===== config.mk =====
export PLATFORM = sky130hd
export DESIGN_NAME = mips32_prog_loader_flat
export DESIGN_NICKNAME = d
export VERILOG_FILES = /design/src/rtl/mips32_prog_loader_if.sv /design/src/rtl/mips32_prog_loader.sv /design/src/flat_wrapper.sv
export SDC_FILE = /design/constraint.sdc
export NUM_CORES = 1
export LEC_CHECK = 0
export ABC_AREA = 1
export BUFFER_PORTS_ARGS = -buffer_cell sky130_fd_sc_hd__buf_4
export CAP_MARGIN = 10
export CORE_ASPECT_RATIO = 0.9
export CORE_MARGIN = 2
export CORE_UTILIZATION = 58
export CTS_BUF_LIST = sky130_fd_sc_hd__clkbuf_2
export DETAILED_ROUTE_END_ITERATION = 8
export GPL_ROUTABILITY_DRIVEN = 0
export PLACE_DENSITY = 0.85
export SLEW_MARGIN = 25
export SYNTH_ARGS = -nofsm -noshare
export SYNTH_HDL_FRONTEND = slang
export SYNTH_SLANG_ARGS = --single-unit

===== constraint.sdc =====
create_clock -name clk1 -period 2 [get_ports clk1]
set_input_delay 0.2 -clock clk1 [delete_from_list [all_inputs] [get_ports clk1]]
set_output_delay 0.2 -clock clk1 [all_outputs]
set_load 0.02 [all_outputs]

===== src/rtl/mips32_prog_loader_if.sv =====
// Byte-stream input and instruction-memory write bus of the MIPS32 program loader.
// The source (master) drives the stream; the loader (slave) drives in_ready and the write port.
interface mips32_prog_loader_if #(
  parameter int ADDR_W = 10
) ();
  logic              in_valid;
  logic [7:0]        in_data;
  logic              in_last;
  logic              in_ready;
  logic              mem_we;
  logic [ADDR_W-1:0] mem_addr;
  logic [31:0]       mem_wdata;

  modport master (
    output in_valid, in_data, in_last,
    input  in_ready, mem_we, mem_addr, mem_wdata
  );

  modport slave (
    input  in_valid, in_data, in_last,
    output in_ready, mem_we, mem_addr, mem_wdata
  );
endinterface


===== src/rtl/mips32_prog_loader.sv =====
// Loads a big-endian byte stream into MIPS32 instruction memory from address 0,
// appends HLT when missing, and releases the core with a one-cycle start pulse.
module mips32_prog_loader #(
  parameter int          ADDR_W    = 10,
  parameter int          MAX_WORDS = 1024,
  parameter logic [31:0] HLT_WORD  = 32'hfc000000
) (
  input  logic                 clk1,
  input  logic                 rst_n,
  input  logic                 start,
  mips32_prog_loader_if.slave  bus,
  output logic                 cpu_hold,
  output logic                 cpu_start,
  output logic [ADDR_W:0]      word_count,
  output logic                 load_err
);

  typedef enum logic [2:0] {S_IDLE, S_LOAD, S_APPEND, S_DONE, S_ERR} state_t;

  localparam logic [ADDR_W:0] MAX_CNT = (ADDR_W+1)'(MAX_WORDS);
  localparam logic [ADDR_W:0] CNT_ONE = (ADDR_W+1)'(1);

  state_t            state, state_n;
  logic [1:0]        byte_cnt, byte_cnt_n;
  logic [23:0]       word_buf, word_buf_n;
  logic [ADDR_W:0]   word_count_n;
  logic              mem_we, mem_we_n;
  logic [ADDR_W-1:0] mem_addr, mem_addr_n;
  logic [31:0]       mem_wdata, mem_wdata_n;
  logic              cpu_hold_n, cpu_start_n, load_err_n;
  logic [31:0]       assembled;
  logic              accept;

  assign bus.in_ready  = (state == S_LOAD);
  assign bus.mem_we    = mem_we;
  assign bus.mem_addr  = mem_addr;
  assign bus.mem_wdata = mem_wdata;

  assign assembled = {word_buf, bus.in_data};
  assign accept    = bus.in_valid && (state == S_LOAD);

  always_comb begin
    state_n      = state;
    byte_cnt_n   = byte_cnt;
    word_buf_n   = word_buf;
    word_count_n = word_count;
    mem_we_n     = 1'b0;
    mem_addr_n   = mem_addr;
    mem_wdata_n  = mem_wdata;

    case (state)
      S_IDLE, S_DONE, S_ERR: begin
        if (start) begin
          state_n      = S_LOAD;
          word_count_n = '0;
          byte_cnt_n   = '0;
        end
      end
      S_LOAD: begin
        if (accept) begin
          word_buf_n = assembled[23:0];
          byte_cnt_n = byte_cnt + 2'd1;
          if (byte_cnt == 2'd3) begin
            // A full memory turns the next completed word into an overflow error.
            if (word_count == MAX_CNT) begin
              state_n = S_ERR;
            end else begin
              mem_we_n     = 1'b1;
              mem_addr_n   = word_count[ADDR_W-1:0];
              mem_wdata_n  = assembled;
              word_count_n = word_count + CNT_ONE;
              if (bus.in_last)
                state_n = (assembled == HLT_WORD) ? S_DONE : S_APPEND;
            end
          end else if (bus.in_last) begin
            state_n = S_ERR;
          end
        end
      end
      S_APPEND: begin
        if (word_count < MAX_CNT) begin
          mem_we_n     = 1'b1;
          mem_addr_n   = word_count[ADDR_W-1:0];
          mem_wdata_n  = HLT_WORD;
          word_count_n = word_count + CNT_ONE;
          state_n      = S_DONE;
        end else begin
          state_n = S_ERR;
        end
      end
      default: state_n = S_IDLE;
    endcase

    // Core outputs follow the state being entered so they change on the same edge.
    cpu_hold_n  = (state_n != S_DONE);
    cpu_start_n = (state_n == S_DONE) && (state != S_DONE);
    load_err_n  = (state_n == S_ERR);
  end

  always_ff @(posedge clk1 or negedge rst_n) begin
    if (!rst_n) begin
      state      <= S_IDLE;
      byte_cnt   <= '0;
      word_buf   <= '0;
      word_count <= '0;
      mem_we     <= 1'b0;
      mem_addr   <= '0;
      mem_wdata  <= '0;
      cpu_hold   <= 1'b1;
      cpu_start  <= 1'b0;
      load_err   <= 1'b0;
    end else begin
      state      <= state_n;
      byte_cnt   <= byte_cnt_n;
      word_buf   <= word_buf_n;
      word_count <= word_count_n;
      mem_we     <= mem_we_n;
      mem_addr   <= mem_addr_n;
      mem_wdata  <= mem_wdata_n;
      cpu_hold   <= cpu_hold_n;
      cpu_start  <= cpu_start_n;
      load_err   <= load_err_n;
    end
  end

endmodule


===== src/flat_wrapper.sv =====
// flat-port wrapper written by rule: the top's interface ports become plain ports
module mips32_prog_loader_flat 
#(
  parameter int          ADDR_W    = 10,
  parameter int          MAX_WORDS = 1024,
  parameter logic [31:0] HLT_WORD  = 32'hfc000000
)
  (clk1, rst_n, start, cpu_hold, cpu_start, word_count, load_err, bus_in_valid, bus_in_data, bus_in_last, bus_in_ready, bus_mem_we, bus_mem_addr, bus_mem_wdata);
  mips32_prog_loader_if #(.ADDR_W(ADDR_W)) bus_i ();
  input  logic clk1;
  input  logic rst_n;
  input  logic start;
  output logic cpu_hold;
  output logic cpu_start;
  output logic [ADDR_W:0] word_count;
  output logic load_err;
  input wire logic [$bits(bus_i.in_valid)-1:0] bus_in_valid;
  input wire logic [$bits(bus_i.in_data)-1:0] bus_in_data;
  input wire logic [$bits(bus_i.in_last)-1:0] bus_in_last;
  output wire logic [$bits(bus_i.in_ready)-1:0] bus_in_ready;
  output wire logic [$bits(bus_i.mem_we)-1:0] bus_mem_we;
  output wire logic [$bits(bus_i.mem_addr)-1:0] bus_mem_addr;
  output wire logic [$bits(bus_i.mem_wdata)-1:0] bus_mem_wdata;
  assign bus_i.in_valid = bus_in_valid;
  assign bus_i.in_data = bus_in_data;
  assign bus_i.in_last = bus_in_last;
  assign bus_in_ready = bus_i.in_ready;
  assign bus_mem_we = bus_i.mem_we;
  assign bus_mem_addr = bus_i.mem_addr;
  assign bus_mem_wdata = bus_i.mem_wdata;
  mips32_prog_loader #(.ADDR_W(ADDR_W), .MAX_WORDS(MAX_WORDS), .HLT_WORD(HLT_WORD)) u_core (.clk1(clk1), .rst_n(rst_n), .start(start), .bus(bus_i), .cpu_hold(cpu_hold), .cpu_start(cpu_start), .word_count(word_count), .load_err(load_err));
endmodule

Word-level counts from Yosys, hierarchy flattened
Index checks and enable logic that the tools add are counted.

Register bits after elaboration: 86. Latch bits: 0. Bits in writable memories: 0. Memory bits (read-only): 0. Bits of input ports: 13. Output and inout bits: 58. Logic and storage cells: 73. Memories kept: 0.

$add $sub $neg: 2. $mul: 0. Divide/modulo/power cells: 0. $lt $le $gt $ge: 1. Equal/unequal tests: 16. Shift-type cells: 0. Mux-type cells: 33. Bitwise operators: 0. Reductions and logical operators: 11.

Operator list (count): $mux W32 (4); $pmux W32 S2 (1); $mux W11 (5); $mux W10 (4); $pmux W11 S3 (1); $eq A32 B32 Y1 const B (1); $mux W3 (7); $pmux W10 S2 (1); $add A11 B1 Y11 const B (1); $eq A11 B11 Y1 const B (1); $lt A11 B11 Y1 const B (1); $eq A3 B2 Y1 const B (3); $pmux W3 S3 (1); $eq A3 B3 Y1 const B (2); $ne A2 B1 Y1 const B (3); $ne A3 B2 Y1 const B (2); $reduce_and A6 Y1 (1); $mux W1 (5); $reduce_and A5 Y1 (1); $mux W2 (2); $ne A2 B2 Y1 const B (2); $pmux W2 S2 (1); $reduce_bool A2 Y1 (2); $eq A3 B1 Y1 const B (1); other kinds (9) (10).

Depth between registers and ports, before layout
Gate-level depths: netlist of run 1.

Depth in word-level cells: 9. Mapped depth: 14. Depth with buffers taken out: 13.

Worst setup path after synthesis of run 1
OpenSTA, ideal clock, no wires.

Path type: register -> register. Start: register u_core.word_count[1]. End: register u_core.word_count[8]. Library setup time: 0.123 ns. Arrival time: 1.701 ns. Data required time: 1.877 ns. Path slack: 0.176 ns. Stages on the path, launching flop included: 15. Buffers on the path: 1. Period minus slack after synthesis: 1.824 ns. Cell sequence: dfrtp_1 > inv_1 > ha_1 > inv_1 > nor2_1 > nand3_1 > nor2_1 > nor2_2 > nor2_1 > inv_1 > nand2_4 > inv_2 > buf_6 > nand2_1 > o21ai_2.

Word-level cells in the longest chain between the ends: 5. Elaborated cells on any way between the ends: 11. Those cells by class: 1 x add/sub; 1 x order compare; 3 x eq/ne; 5 x mux; 1 x reduce/logical.

RTL lines: from (decl) (RTL line mips32_prog_loader.sv:14) `output logic [ADDR_W:0] word_count,`; from (signal assigned) (RTL line mips32_prog_loader.sv:116) `word_count <= word_count_n;`; $add A11 B1 Y11 (RTL line mips32_prog_loader.sv:71, mips32_prog_loader.sv:85); $mux W11 (RTL line mips32_prog_loader.sv:65) `if (word_count == MAX_CNT) begin`; $mux W11 (RTL line mips32_prog_loader.sv:63) `if (byte_cnt == 2'd3) begin`; $mux W11 (RTL line mips32_prog_loader.sv:60) `if (accept) begin`; $pmux W11 S3 (RTL line mips32_prog_loader.sv:51) `case (state)`.

Several ways; a longest one is shown, not always the timed one. The select of a mux whose other input is x is not followed. A chain may end at the register's enable or synchronous reset.

Final worst setup path of run 1
Start: register u_core.word_count[1]. End: register u_core.mem_addr[2] (netlist: u_core.bus.mem_addr[2]).

Word-level cells in the longest chain between the ends: 3. Elaborated cells on any way between the ends: 5. Those cells by class: 1 x order compare; 3 x eq/ne; 1 x reduce/logical.

RTL lines: $lt A11 B11 Y1 / $eq A11 B11 Y1 (equally long branches) (RTL line mips32_prog_loader.sv:81, mips32_prog_loader.sv:65); $ne A2 B1 Y1 (no line) / $ne A2 B2 Y1 (equally long branches); $reduce_and A5 Y1 (no line) (*); to (signal assigned) (RTL line mips32_prog_loader.sv:118) `mem_addr <= mem_addr_n;`; to (decl) (RTL line mips32_prog_loader.sv:28) `logic [ADDR_W-1:0] mem_addr, mem_addr_n;`.

Mark *: on every way between the ends. The rest lies on a longest branch, timed or not.

==> impl_metrics.csv, run 1 <==
group,metric,value,unit
outcome,status,"complete, no violations",
placement,placed_cells,605,
run,cap_violations,0,
synth,synthesis.instances,451,
cells_and_area,drive_gt1_share,23.7,%
cells_and_area,fin_area,0.00474,mm²
floorplanning,placementRows,28,
clock_tree,cts_buffers,9,
floorplanning,die_y,81.9,µm
clock_tree,post-cts-setup-buffers,0,
drt,wl_per_cell,14.2,µm
timing,setup-violations-final,0,
placement,port_buffers,70,
global_route,grt_max_degree,46,
timing,timing.fmax,546,MHz
drt,drt-initial-drc-count,246,
placement,placed_cell_area,0.00455,mm²
cells_and_area,fin_util,72.4,%
synth,ys_ff_latch,86,
timing,fin_ws,0.168,ns
worst_setup_path,crit_path_end_kind,"flop",
pwr,totalPowerFinal,6.15,mW
drt,drc_errors,0,
clock_tree,clkSinkCount,86,
global_route,grt_overflow,0,
cells_and_area,areaGrowthSynthToFinish,21.2,%
global_route,track_usage,25.5,%
timing,slew_headroom,64.9,%
pwr,vdd.ir_drop.worst,0.000742,V
synth,synth_ff_type,"dfrtp_1",
drt,first_pass_iters,4,
timing,tightest_slew,0.527,ns
placement,pre_cts_slack,0.132,ns
global_route,antenna_found_initial,0,
placement,hpwl,6300,µm
global_route,gr-usage-met2,39.0,%
pwr,power.density,1300,mW/mm²
pwr,p_leak,2.50,nW
drt,viasPerCell,5.40,
worst_setup_path,crit_arrival,2.24,ns
synth,ys_seq_area_share,55.0,%
timing,worst_clock_skew,0.0134,ns
cells_and_area,antenna_cells,0,
drt,vias,3401,
clock_tree,clock_latency,0.50,ns
timing,rsz0062_at_grt,"false",
clock_tree,clock_tree.root_cell,"clkbuf_2",
clock_tree,cts.reportedPaths.clkPinSlew,0.21,ns
worst_setup_path,crit_fanout,20,
timing,whs,0.0643,ns
worst_setup_path,worstPathRequired,2.41,ns
drt,ant_nets,0,
synth,async_flop_share,100,%
worst_setup_path,criticalPathCategory,"reg -> reg",
timing,fin_crit,1.83,ns
drt,wl,8980,µm
timing,final_hold_viol_count,0,
floorplanning,num_io_pins,71,
timing,fin_crit_sh,91.6,%
floorplanning,initial_core_util,59.7,%
cells_and_area,final_nets,553,
timing,setup_tns,0,ns
global_route,grt-busiest-layer,"met2",
floorplanning,core_area,0.00655,mm²
worst_hold_path,hp-class,"in -> reg",
global_route,grtUsageMet3,4.13,%
synth,syn-num-nets,467,
global_route,grt_pass1_wl,15200,µm
global_route,use_met1,37.7,%
synth,synth_edf_count,0,
clock_tree,h-tree-depth,3,
worst_setup_path,cp-start-kind,"flop",
cells_and_area,instances_no_fill,630,
timing,drv_slew,0,
floorplanning,die_w,90.6,µm
synth,synth.distinct_cells,28,
synth,avgSynthCellArea,8.68,µm²
cells_and_area,fillCellCount,540,
clock_tree,tritoncts,"built",
synth,yosys_warnings,0,
floorplanning,dieArea,0.00742,mm²
global_route,grt_pass1_vias,3178,
synth,syn_area,0.00391,mm²
clock_tree,clock_tree.buffer_depth,2,
final timing paths:
kind                                                            to                                from  depth (start not counted)  slack [ns]
worst max-delay path            u_core.bus.mem_addr[2]$_DFFE_PN0P_    u_core.word_count[1]$_DFFE_PN0P_                         12        0.17
worst min-delay path                     u_core.state[0]$_DFF_PN0_                        bus_in_valid                          4        0.06
worst max register to register  u_core.bus.mem_addr[2]$_DFFE_PN0P_    u_core.word_count[1]$_DFFE_PN0P_                         12        0.17
worst min register to register  u_core.bus.mem_addr[0]$_DFFE_PN0P_  u_core.bus.mem_addr[0]$_DFFE_PN0P_                          1        0.53
max in group asynchronous                u_core.cpu_hold$_DFF_PN1_                               rst_n                          3        1.15
min in group asynchronous       u_core.bus.mem_addr[7]$_DFFE_PN0P_                               rst_n                          2        0.17
critical path: stages (launching register included):
cell     delay, ns
dfrtp_1       0.46
inv_1         0.09
ha_1          0.13
inv_1         0.03
nor2_1        0.07
nand3_1       0.08
nor2_2        0.20
nor2_4        0.08
nand2_4       0.08
nand2_4       0.14
buf_12        0.20
nor2_1        0.12
a21oi_2       0.04
cell families (layout without fill, tap and decap cells):
group,after synthesis,after routing,share of synthesized area [%]
adders and majority gates,3,3,0.959
AOI/OAI and AO/OA,36,36,6.11
buffers and inverters,47,136,5.95
xor gates and xnor gates,6,6,1.34
DFF,86,86,55.0
and+or+nand+nor,273,273,30.6
cells in the final DEF, fill, tap and decap left out, types with 3 or more instances in the layout:
| cell type | netlist | layout |
|---|---|---|
| o21ai_2 | 6 | 6 |
| a21oi_2 | 7 | 7 |
| clkinv_2 | 1 | 3 |
| clkbuf_2 | 0 | 9 |
| nand2_2 | 4 | 4 |
| nor3_1 | 7 | 7 |
| inv_1 | 22 | 22 |
| o21ai_0 | 17 | 17 |
| ha_1 | 3 | 3 |
| nor2_1 | 38 | 37 |
| dlygate4sd3_1 | 0 | 11 |
| buf_4 | 0 | 80 |
| nand2_4 | 3 | 3 |
| nor2_2 | 3 | 3 |
| nand2_1 | 139 | 139 |
| xor2_1 | 6 | 6 |
| inv_2 | 5 | 5 |
| nand3_1 | 70 | 70 |
| dfrtp_1 | 85 | 85 |
| nand4_1 | 5 | 5 |
cell usage after synthesis (6+ instances only):
master	n	share of area (%)
buf_6	6	1.7
nand3_1	70	9.0
a21oi_2	7	1.6
inv_1	22	2.1
dfrtp_1	85	54
xor2_1	6	1.3
nor2_1	38	3.6
buf_2	8	1.0
nor3_1	7	0.90
o21ai_0	17	2.2
o21ai_2	6	1.3
nand2_1	139	13
layout make-up:
cell class / count / area [µm²] / share of cell area [%]
Clock buffer: 9 / 45.0 / 0.950
Clock inverter: 5 / 28.8 / 0.607
Sequential cell: 86 / 2150 / 45.4
Tap cell: 90 / 113 / 2.37
Inverter: 28 / 106 / 2.24
Timing Repair Buffer: 94 / 762 / 16.1
Multi-Input combinational cell: 318 / 1530 / 32.3
flip-flops by register name (all words and copies together), names as in the netlist:
name and flops:
u_core.state 3, u_core.word_count 11, u_core.bus.mem_addr 10, u_core.cpu_hold 1, u_core.byte_cnt 2, u_core.bus.mem_we 1
u_core.load_err 1, u_core.word_buf 24, u_core.bus.mem_wdata 32, u_core.cpu_start 1
per-layer routing:
metal | wire length (µm) | up-vias
met1 | 4160 | 1615
met2 | 4080 | 142
met3 | 624 | 14
met4 | 113 | 0
li1 | - | 1630
met5 | 0 | -
power breakdown:
group	total [mW]	internal, mW	switching, mW
combinational	2.63	1.03	1.60
clock	0.697	0.141	0.556
sequential	2.82	2.33	0.490
repair_timing:
action                     in CTS  in global routing
setup endpoints to repair       0                 41
hold buffers                   11                  0
hold endpoints to repair       60                  0
gates resized for setup         0                  3
No activity file was read; power rests on OpenSTA's default activity.
==> inputs of run 2 (changes only) <==
--- a/config.mk
+++ b/config.mk
@@ -10,11 +10,11 @@
 export CAP_MARGIN = 10
 export CORE_ASPECT_RATIO = 0.9
 export CORE_MARGIN = 2
-export CORE_UTILIZATION = 58
+export CORE_UTILIZATION = 55
 export CTS_BUF_LIST = sky130_fd_sc_hd__clkbuf_2
 export DETAILED_ROUTE_END_ITERATION = 8
 export GPL_ROUTABILITY_DRIVEN = 0
-export PLACE_DENSITY = 0.85
+export PLACE_DENSITY = 0.81
 export SLEW_MARGIN = 25
 export SYNTH_ARGS = -nofsm -noshare
 export SYNTH_HDL_FRONTEND = slang
==> impl_metrics.csv, run 2 (synthesized netlist as in run 1, its figures left out) <==
group,metric,value,unit
timing,worst_clock_skew,0.0308,ns
run,cap_violations,0,
floorplanning,die_w,92.9,µm
floorplanning,placementRows,29,
cells_and_area,top_regs,"u_core.bus.mem_wdata x32, u_core.word_buf x24, u_core.word_count x11",
timing,fin_crit_sh,93.1,%
floorplanning,die_y,84.0,µm
clock_tree,cts_buffers,9,
placement,hpwl,6440,µm
cells_and_area,largest_reg_flops,32,
cells_and_area,multi_input_area,0.00153,mm²
drt,ant_nets,0,
floorplanning,dieArea,0.00781,mm²
worst_setup_path,crit_cells,12,
global_route,grt_overflow,0,
timing,final_hold_viol_count,0,
cells_and_area,regMostFlops,"u_core.bus.mem_wdata",
cells_and_area,fillCellCount,541,
clock_tree,clock_tree.root_cell,"clkbuf_2",
worst_setup_path,crit_path_end_kind,"flop",
cells_and_area,drive_gt1_share,24.1,%
worst_setup_path,worst-path-buf-inv,3,
timing,fin_crit,1.86,ns
global_route,grt_pass1_wl,15900,µm
worst_setup_path,critPathTopFamily,"simple AND/OR/NAND/NOR gates",
pwr,p_leak,2.56,nW
worst_setup_path,rr_endpoint,"u_core.bus.mem_addr[0]$_DFFE_PN0P_",
worst_setup_path,rr_startpoint,"u_core.word_count[0]$_DFFE_PN0P_",
timing,whs,0.0712,ns
worst_setup_path,crit_chain,"inv_1, ha_1, inv_1, nor2_1, nand3_1, nor2_1, nor2_4, nand2_4, nand2_4, buf_12, nand2_1, o21a_1",
worst_hold_path,hp-class,"in -> reg",
global_route,grt_max_degree,52,
cells_and_area,fin_util,69.6,%
drt,wl_per_cell,14.8,µm
clock_tree,tritoncts,"built",
clock_tree,clock_latency,0.55,ns
drt,first_pass_iters,5,
cells_and_area,final_nets,554,
timing,tightest_slew,0.570,ns
outcome,status,"complete, no violations",
clock_tree,clock_tree.buffer_depth,2,
drt,viasPerCell,5.40,
drt,wl,9410,µm
pwr,vdd.ir_drop.worst,0.000711,V
worst_setup_path,rr_worst_depth,12,
clock_tree,cts.reportedPaths.clkPinSlew,0.24,ns
cells_and_area,seqCellArea,0.00215,mm²
clock_tree,post-cts-setup-buffers,0,
worst_setup_path,critPathSlowestCell,"dfrtp_1",
timing,drv_slew,0,
clock_tree,clkSinkCount,86,
floorplanning,core_area,0.00697,mm²
global_route,track_usage,25.8,%
worst_setup_path,worstPathRequired,2.49,ns
pwr,power.density,1370,mW/mm²
worst_setup_path,critical_path.max_stage_delay,0.43,ns
cells_and_area,final_common_cell,"nand2_1",
clock_tree,h-tree-depth,3,
worst_setup_path,cp-start-kind,"flop",
worst_setup_path,criticalPathCategory,"reg -> reg",
floorplanning,num_io_pins,71,
floorplanning,initial_core_util,56.2,%
worst_setup_path,startpoint,"u_core.word_count[0]$_DFFE_PN0P_",
global_route,grt_pass1_vias,3353,
drt,drt-initial-drc-count,310,
timing,setup_tns,0,ns
drt,vias,3435,
worst_setup_path,endpoint,"u_core.bus.mem_addr[0]$_DFFE_PN0P_",
worst_setup_path,crit_arrival,2.35,ns
timing,slew_headroom,62.0,%
timing,rsz0062_at_grt,"false",
cells_and_area,antenna_cells,0,
cells_and_area,final_cell_mix,"139 x nand2_1, 85 x dfrtp_1, 81 x buf_4",
timing,setup-violations-final,0,
drt,drc_errors,0,
timing,timing.fmax,537,MHz
worst_setup_path,crit_fanout,51,
cells_and_area,areaGrowthSynthToFinish,24.0,%
worst_setup_path,r2r_slack,0.14,ns
global_route,antenna_found_initial,0,
placement,port_buffers,70,
[run 2: cell types whose count changed in the layout (fill, tap and decap cells not counted)]
cell / previous run / this run
nor2_1: 37 / 38
inv_6: 0 / 4
bufinv_16: 0 / 3
inv_2: 5 / 4
clkinvlp_4: 2 / 0
nor2_2: 3 / 2
clkinv_2: 3 / 1
buf_4: 80 / 81
clkinv_1: 1 / 0
inv_4: 0 / 1
[run 2: power by group]
part / switching (mW) / internal (mW)
registers: 0.476 / 2.33
logic: 1.62 / 1.04
clock network: 0.643 / 0.558
total: 2.74 / 3.93
[run 2: final cells by class]
class / instances / area share, %
Sequential cell: 86 / 44.4
Multi-Input combinational cell: 318 / 31.6
Timing Repair Buffer: 95 / 15.9
Clock inverter: 7 / 2.58
Tap cell: 93 / 2.40
Inverter: 28 / 2.24
Clock buffer: 9 / 0.929
[run 2: repair_timing]
item                       CTS  global route
hold buffers                11             0
gates resized for setup      0             4
setup endpoints to repair    0            12
hold endpoints to repair    68             0
[run 2: layer usage]
layer  track usage [%]  share of wire (%)
met1              37.4                 44
met5                 0                  0
met4              9.49                2.0
met2              39.5                 47
met3              4.52                7.2
[run 2: worst reg2reg max path: stages (launching register included)]
cell	delay (ns)
dfrtp_1	0.43
inv_1	0.11
ha_1	0.16
inv_1	0.04
nor2_1	0.08
nand3_1	0.07
nor2_1	0.25
nor2_4	0.09
nand2_4	0.09
nand2_4	0.05
buf_12	0.18
nand2_1	0.14
o21a_1	0.14
[run 2: how the worst min path moves through the flow]
| stage | start | to | slack, ns | depth (start not counted) |
|---|---|---|---|---|
| after global routing | bus_in_valid | u_core.state[0]$_DFF_PN0_ | 0.09 | 4 |
| after floorplan | rst_n | u_core.bus.mem_addr[0]$_DFFE_PN0P_ | -0.1 | 0 |
| after global placement | rst_n | u_core.word_count[7]$_DFFE_PN0P_ | 0.22 | 1 |
| final | bus_in_valid | u_core.state[0]$_DFF_PN0_ | 0.07 | 4 |
| after CTS | bus_in_valid | u_core.state[0]$_DFF_PN0_ | 0.04 | 4 |
| after detailed placement | rst_n | u_core.bus.mem_addr[8]$_DFFE_PN0P_ | 0.23 | 1 |
[run 2: stage by stage]
step / power (mW) / worst slack (ns) / cell area, µm² / std cells
2_1_floorplan: 4.44 / 0.176 / 3910 / 451
3_3_place_gp: 5.36 / 0.278 / 4560 / 609
3_5_place_dp: 5.46 / 0.158 / 4560 / 609
4_1_cts: 6.67 / 0.128 / 4840 / 636
5_1_grt: 7.08 / 0.0207 / 4850 / 636
6_report: 6.66 / 0.139 / 4850 / 636
